## config.mk

```make
export PLATFORM = sky130hd
export DESIGN_NAME = framebuffer_clear
export DESIGN_NICKNAME = d
export VERILOG_FILES = /design/src/rtl/framebuffer_clear.sv
export SDC_FILE = /design/constraint.sdc
export NUM_CORES = 1
export LEC_CHECK = 0
export CAP_MARGIN = 30
export CELL_PAD_IN_SITES_DETAIL_PLACEMENT = 0
export CELL_PAD_IN_SITES_GLOBAL_PLACEMENT = 1
export CORE_UTILIZATION = 37
export DETAILED_ROUTE_END_ITERATION = 8
export GPL_ROUTABILITY_DRIVEN = 0
export GPL_TIMING_DRIVEN = 0
export PLACE_DENSITY_LB_ADDON = 0.1
export RECOVER_POWER = 25
export SYNTH_ARGS = -nofsm -noshare
export SYNTH_HDL_FRONTEND = slang
export SYNTH_SLANG_ARGS = --single-unit
```

## constraint.sdc

```tcl
create_clock -name clock -period 3.7 [get_ports clock]
set_input_delay 0.925 -clock clock [delete_from_list [all_inputs] [get_ports clock]]
set_output_delay 0.925 -clock clock [all_outputs]
set_load 0.03 [all_outputs]
```

## src/rtl/framebuffer_clear.sv

```systemverilog
// Purpose: fill one framebuffer in SDRAM with a single colour using Avalon-MM burst writes.
// Latency: write rises the cycle after an accepted start; done pulses the cycle after the final beat.
// Backpressure: waitrequest freezes address/burstcount/writedata; beats advance only when accepted.
module framebuffer_clear #(
  parameter int          H_RES      = 640,
  parameter int          V_RES      = 480,
  parameter logic [28:0] BASE_ADDR0 = 29'h0400000,
  parameter logic [28:0] BASE_ADDR1 = 29'h0500000,
  parameter int          BURST_LEN  = 16
) (
  input  logic        clock,
  input  logic        reset,
  input  logic        start,
  input  logic        buffer,
  input  logic [31:0] colour,
  output logic        busy,
  output logic        done,
  output logic [28:0] address,
  output logic [7:0]  burstcount,
  output logic [63:0] writedata,
  output logic [7:0]  byteenable,
  output logic        write,
  input  logic        waitrequest
);

  // Two pixels per 64-bit word.
  localparam int TOTAL = (H_RES * V_RES) / 2;
  // At least 9 bits so that BURST_LEN (up to 128) always fits alongside the word count.
  localparam int REM_W = ($clog2(TOTAL + 1) > 9) ? $clog2(TOTAL + 1) : 9;
  localparam logic [REM_W-1:0] TOTAL_R = REM_W'(TOTAL);
  localparam logic [REM_W-1:0] BL_R    = REM_W'(BURST_LEN);
  localparam logic [7:0]       BL_8    = 8'(BURST_LEN);

  typedef enum logic {
    IDLE  = 1'b0,
    BURST = 1'b1
  } state_t;

  // Size of the next burst: a full burst, or whatever is left if that is smaller.
  function automatic logic [7:0] burst_size(input logic [REM_W-1:0] rem);
    if (rem >= BL_R) begin
      burst_size = BL_8;
    end else begin
      burst_size = rem[7:0];
    end
  endfunction

  state_t           state_q, state_d;
  logic [REM_W-1:0] remaining_q, remaining_d;
  logic [28:0]      base_q, base_d;
  logic [7:0]       bc_q, bc_d;
  logic [7:0]       beat_q, beat_d;
  logic [31:0]      colour_q, colour_d;
  logic             done_q, done_d;

  logic             accept;
  logic             last_beat;
  logic [REM_W-1:0] rem_after;

  // Next-state logic: start latching in IDLE, beat/burst bookkeeping in BURST.
  always_comb begin
    state_d     = state_q;
    remaining_d = remaining_q;
    base_d      = base_q;
    bc_d        = bc_q;
    beat_d      = beat_q;
    colour_d    = colour_q;
    done_d      = 1'b0;

    accept    = (state_q == BURST) && !waitrequest;
    last_beat = (beat_q == (bc_q - 8'd1));
    rem_after = remaining_q - {{(REM_W-8){1'b0}}, bc_q};

    case (state_q)
      IDLE: begin
        // The done cycle still counts as busy for the purpose of ignoring start.
        if (start && !done_q) begin
          state_d     = BURST;
          colour_d    = colour;
          base_d      = buffer ? BASE_ADDR1 : BASE_ADDR0;
          remaining_d = TOTAL_R;
          bc_d        = burst_size(TOTAL_R);
          beat_d      = 8'd0;
        end
      end
      BURST: begin
        if (accept) begin
          if (last_beat) begin
            // Burst finished: move the window on; address wraps at 29 bits.
            remaining_d = rem_after;
            base_d      = base_q + {21'b0, bc_q};
            beat_d      = 8'd0;
            if (rem_after == '0) begin
              state_d = IDLE;
              done_d  = 1'b1;
              bc_d    = 8'd0;
            end else begin
              bc_d = burst_size(rem_after);
            end
          end else begin
            beat_d = beat_q + 8'd1;
          end
        end
      end
      default: begin
        state_d = IDLE;
      end
    endcase
  end

  // State register; async reset drops the write strobe immediately.
  always_ff @(posedge clock or posedge reset) begin
    if (reset) begin
      state_q     <= IDLE;
      remaining_q <= '0;
      base_q      <= '0;
      bc_q        <= '0;
      beat_q      <= '0;
      colour_q    <= '0;
      done_q      <= 1'b0;
    end else begin
      state_q     <= state_d;
      remaining_q <= remaining_d;
      base_q      <= base_d;
      bc_q        <= bc_d;
      beat_q      <= beat_d;
      colour_q    <= colour_d;
      done_q      <= done_d;
    end
  end

  // Avalon outputs come straight from registers and are zeroed whenever no write is pending.
  always_comb begin
    write      = (state_q == BURST);
    busy       = write;
    done       = done_q;
    address    = write ? base_q : 29'd0;
    burstcount = write ? bc_q : 8'd0;
    writedata  = write ? {colour_q, colour_q} : 64'd0;
    byteenable = write ? 8'hFF : 8'h00;
  end

endmodule

```

# Word level (Yosys, flattened, before mapping)

Index checks and enable logic that the tools add are counted.

Flip-flop bits (word level): 97
Latch bits: 0
Bits in writable memories: 0
Memory bits (read-only): 0
Word-level logic and storage cells: 57
Memories: 0

$add $sub $neg: 4
$mul: 0
Div/mod/pow operators: 0
$lt $le $gt $ge: 1
Equal/unequal tests: 4
Shift operators: 0
Muxes and demuxes: 32
Bitwise logic cells: 1
Reductions and logical operators: 8

Operators with widths:

| cell                                                                | count |
|---|---|
| two-way mux 29 bit                                                  | 4 |
| two-way mux 8 bit                                                   | 10 |
| two-way mux 64 bit                                                  | 1 |
| one-hot mux 29 bit (2 select lines)                                 | 1 |
| two-way mux 18 bit                                                  | 3 |
| one-hot mux 18 bit (2 select lines)                                 | 1 |
| one-hot mux 8 bit (2 select lines)                                  | 2 |
| adder 29 x 8 -> 29 bit                                              | 1 |
| two-way mux 21 bit                                                  | 1 |
| greater-or-equal comparator 18 x 5 -> 1 bit (second input constant) | 1 |
| zero test 18 bit                                                    | 1 |
| subtractor 18 x 8 -> 18 bit                                         | 1 |
| adder 8 x 1 -> 8 bit (second input constant)                        | 1 |
| equality test 8 bit                                                 | 1 |
| two-way mux 1 bit                                                   | 8 |
| subtractor 8 x 1 -> 8 bit (second input constant)                   | 1 |
| inequality test 2 x 1 -> 1 bit (second input constant)              | 2 |
| AND reduction 2 bit                                                 | 2 |
| AND reduction 3 bit                                                 | 1 |
| logical AND 1 bit                                                   | 2 |
| zero test 1 bit                                                     | 2 |
| inequality test 2 bit (second input constant)                       | 1 |
| one-hot mux 1 bit (2 select lines)                                  | 1 |
| NOT 1 bit                                                           | 1 |

# Logic depth before layout (Yosys ltp)

Depth after elaboration: 7
Mapped depth: 13

# Least setup slack after synthesis

OpenSTA, ideal clock, no wires.

Path type: register to register
Start: reg bc_q[1]
End: reg bc_q[4]
Arrival: 2.736 ns
Path slack: 0.832 ns
Cell stages (with the launch flop): 12
Path buffers: 2
Period minus slack after synthesis: 2.868 ns
Path through: dfrtp_1 > inv_1 > ha_1 > clkbuf_1 > o21ba_2 > a221oi_1 > a41oi_1 > a211oi_1 > buf_2 > o2111ai_1 > or4_4 > a21boi_1

Cells in the longest elaborated chain, start to end: 7
Elaborated cells on any way between the ends: 12
Classes of those cells: add/sub (2); order compare (1); eq/ne (2); mux (5); reduce/logical (2)

Ends and longest elaborated chain:

| element                                     | RTL line | text |
|---|---|---|
| start, declared                             | 51       | `logic [7:0] bc_q, bc_d;` |
| start signal, assigned                      | 117      | `bc_q <= '0;` |
| start signal, assigned                      | 125      | `bc_q <= bc_d;` |
| subtractor 18 x 8 -> 18 bit                 | 72       | `rem_after = remaining_q - {{(REM_W-8){1'b0}}, bc_q};` |
| greater-or-equal comparator 18 x 5 -> 1 bit | 41       | `if (rem >= BL_R) begin` |
| two-way mux 8 bit                           | 41       |  |
| two-way mux 8 bit                           | 93       | `if (rem_after == '0) begin` |
| two-way mux 8 bit                           | 88       | `if (last_beat) begin` |
| two-way mux 8 bit                           | 87       | `if (accept) begin` |
| one-hot mux 8 bit (2 select lines)          | 74       | `case (state_q)` |

Parallel ways exist; a longest one is shown, timed or not. The select of a mux whose other input is x is not followed.
A chain may end at the register's enable or synchronous reset.

# Final worst setup path

Start: reg state_q (netlist: busy)
End: out writedata[63]

Cells in the longest elaborated chain, start to end: 1

Ends and longest elaborated chain:

| element                | RTL line | text |
|---|---|---|
| start, declared        | 48       | `state_t state_q, state_d;` |
| start signal, assigned | 122      | `state_q <= state_d;` |
| two-way mux 64 bit     | 139      | `writedata = write ? {colour_q, colour_q} : 64'd0;` |
| end, declared          | 20       | `output logic [63:0] writedata,` |

Every way passes these cells.

==> results.tsv <==
stage	metric	value	unit
status	status	complete, but fails checks	
status	violations in the final reports	max-capacitance violations, max-slew violations	
sta	maximum clock skew at final layout	0.00993	ns
critical_path	worst r2r path cells	10	
placed_design	Setup WS pre-CTS	-0.0913	ns
critical_path	slowest stage cell on the critical path	clkdlybuf4s50_1	
layout	fin area	0.00835	sq mm
flow_run	max-capacitance violation count	1	
logic_synthesis	mux share of post-synthesis cell area	0.498	%
sta	Final Cycle Share	94.2	%
cts	TritonCTS clock tree	built	
critical_path	Cell Chain, Critical Path	clkbuf_2 > clkbuf_1 > and2_1 > buf_4 > clkdlybuf4s50_1	
detailed_routing	DRC Markers	0	
floorplanning	Die Span X	132	um
sta	final worst-path setup slack	0.214	ns
detailed_routing	number of iterations in the first detailed-routing pass	5	
logic_synthesis	post-synth net total	814	
critical_path	WS Path Type	reg -> out	
cts	CTS H-tree depth	3	
floorplanning	row count	47	
cts	cell at the root of the clock tree	clkbuf_16	
logic_synthesis	top cells by instance count after synthesis	128 x nand2_1, 97 x dfrtp_1, 69 x and2_1	
sta	worst slew pin tran	1.75	ns
critical_path	R2R Path Start	bc_q[6]$_DFFE_PP0P_	
cts	sinks on the clock net	97	
layout	share of post-route cells with drive strength above 1	8.55	%
logic_synthesis	total of flip-flops plus latches after synthesis	97	
critical_path	Critical Path Source Type	flip-flop	
logic_synthesis	synthesized area per cell	8.29	sq um
layout	Final #Nets	976	
grt	number of global-route vias before repair	5768	
logic_synthesis	count of mapped cells out of synthesis	757	
min_path	hold crit path type	reg -> reg	
cts	clock slew at reported path FFs	0.07	ns
detailed_routing	post-detailed-route count of antenna-violating nets	0	
cts	insertion delay of the later-clocked pin in the worst-skew pair	0.35	ns
logic_synthesis	share of synthesized area occupied by flip-flops and latches	38.7	%
critical_path	largest fanout on the critical path	14	
grt	antenna violations before repair	0	
critical_path	RR Endpoint	busy$_DFF_PP0_	
power_and_ir_drop	total power	2550	uW
layout	core utilization of the finished layout	50.4	%
logic_synthesis	cell type with the highest aggregate area in the netlist	dfrtp_1	
placed_design	buffers added on ports	148	
detailed_routing	via count	5923	
critical_path	signal arrival time at the worst endpoint	2.56	ns
floorplanning	Chip Height	132	um
sta	min Tclk post-route	3.49	ns
logic_synthesis	simple logic cell fraction of the synthesized area	28.4	%
cts	number of buffers created by CTS	9	
min_path	startpoint of the tightest hold check path	colour_q[23]$_DFFE_PP0P_	
grt	global-route total usage across every layer	21.1	%
placed_design	final HPWL from detailed placement	13.5	mm
grt	sum of overflow across all layers after global routing	0	
critical_path	worst-case register-to-register setup slack	0.22	ns
logic_synthesis	warning count from the yosys run	0	
logic_synthesis	leading post-synthesis cells by cell area	dfrtp_1 39%, nand2_1 7.7%, and2_1 6.9%	
critical_path	endpoint type of the worst setup path	output port	
detailed_routing	average via count per standard cell	5.18	
logic_synthesis	fraction of synthesized cell area taken by the top area cell type	38.7	%
layout	relative area change from synthesis to final layout	33.1	%
logic_synthesis	largest family of logic cells by synthesized area	simple AND/OR/NAND/NOR gates	
sta	relative slew slack	-17.4	%
grt	global-route wire length before repair	29.8	mm
critical_path	Required @ worst endpoint	2.77	ns
sta	Highest Clock Rate	287	MHz
power_and_ir_drop	PwrDens	305	mW/mm^2
floorplanning	area enclosed by the die boundary	0.0175	sq mm
min_path	Hold Path Stages	2	
sta	total setup violations reported at the end of the flow	0	
sta	pins over their slew limit	40	
detailed_routing	drt first-iter violations	313	
logic_synthesis	share of the synthesized area in compound gates (AO/OA/AOI/OAI)	16.1	%
logic_synthesis	post-synthesis share of cell area spent on full adders, half adders and majority gates	4.23	%
sta	final hold vios	0	
detailed_routing	average wire per cell in the routed design	15.9	um
grt	largest net degree at the start of global routing	60	
logic_synthesis	Synth Flop Type	dfrtp_1	
placed_design	Placed Area	0.00807	sq mm
logic_synthesis	share of the synthesized netlist area taken by xor and xnor gates	3.35	%
logic_synthesis	number of enable flip-flop cells after synthesis	0	
cts	Setup Fix Bufs, Post-CTS	0	
floorplanning	initial core utilization	37.8	%
min_path	Min-Delay Endpoint	colour_q[23]$_DFFE_PP0P_	
floorplanning	number of top-level design ports	149	
layout	# diodes	0	
logic_synthesis	most frequently used cell type in the post-synthesis netlist	nand2_1	
power_and_ir_drop	Worst IR Drop VDD	202	uV
logic_synthesis	post-synth cell types	60	
detailed_routing	total wire length after detailed routing	18.2	mm
power_and_ir_drop	cell leakage power	0.00365	uW
cts	CTS Buffer Depth	2	
floorplanning	Core Area	0.0166	sq mm
critical_path	Critical Path Max Stage Delay	0.65	ns
logic_synthesis	proportion of synthesized flip-flops having asynchronous set or reset	100	%
logic_synthesis	area of the mapped netlist	0.00628	sq mm
[timing repair]
item | in CTS | in global routing
resized for setup | 3 | 7
hold buffers | 0 | 0
pin swaps | 0 | 0
setup endpoints to repair | 59 | 46
[logic make-up after synthesis]
family | Yosys count
AND/OR/NAND/NOR | 352
AO/OA/AOI/OAI | 157
buffers and inverters | 104
flip-flops | 97
XOR/XNOR | 24
adder cells (fa/ha/maj) | 20
multiplexers | 3
[state kept, by name, indices dropped and copies added, names as in the netlist]
signal       flops
beat_q           8
bc_q             8
colour_q        32
done             1
base_q          29
remaining_q     18
busy             1
[stage by stage]
step,setup TNS [ns],hold slack (ns),cells
floorplan,0,0.438,757
global placement,-148.84,0.451,1125
detailed placement,-0.688,0.458,1128
CTS,0,0.476,1144
global route,-0.0122,0.498,1144
finish,0,0.470,1144
[worst max-delay path, delay by kind of cell, from the launching register on]
family	cells	cell delay [ns]
buf+inv	4	1.44
flops	1	0.51
simple gates	1	0.25
[layer usage]
metal | part of all wire (%) | GRT usage [%] | wire length [um]
met4 | 1.7 | 7.22 | 305
met1 | 48 | 29.4 | 8650
met3 | 4.9 | 3.38 | 892
met5 | 0 | 0 | 0
met2 | 46 | 33.3 | 8310
[area by class of cell]
cell class | count | area, sq um
Timing Repair Buffer | 151 | 1500
Clock inverter | 5 | 41.3
Buffer | 81 | 467
Inverter | 23 | 87.6
Clock buffer | 11 | 243
Sequential cell | 97 | 2430
Fill cell | 1617 | 8230
Multi-Input combinational cell | 556 | 3310
Tap cell | 220 | 275
[worst max path at each step]
stage                             start                    endpoint  slack [ns]
floorplan                         reset       base_q[0]$_DFFE_PP0P_        0.24
global placement                  reset       beat_q[0]$_DFFE_PP0P_       -1.53
detailed placement  bc_q[1]$_DFFE_PP0P_  remaining_q[4]$_DFFE_PP0P_       -0.09
CTS                      busy$_DFF_PP0_               writedata[63]       0.007
global route        bc_q[6]$_DFFE_PP0P_              busy$_DFF_PP0_       -0.01
finish                   busy$_DFF_PP0_               writedata[63]        0.21
[placed cells by master, fill, tap and decap left out, types with 7 or more instances in the layout]
cell type / n
clkdlybuf4s50_1: 147
nand2_1: 128
dfrtp_1: 94
and2_1: 69
o21ai_0: 45
buf_4: 41
nand3_1: 38
nor2_1: 37
clkbuf_1: 35
a21oi_1: 35
inv_1: 22
ha_1: 18
o31ai_1: 16
or4_1: 15
a21o_1: 14
xnor2_1: 13
nor3_1: 12
xor2_1: 11
clkbuf_16: 9
and3_1: 8
nor2b_1: 7
[power by group]
part	internal (uW)	total (uW)	switching (uW)
Sequential	1110	1150	42.2
Clock	479	916	437
Combinational	223	486	263
Total	1810	2550	742
Note: power is estimated with default switching activity, not from simulation.
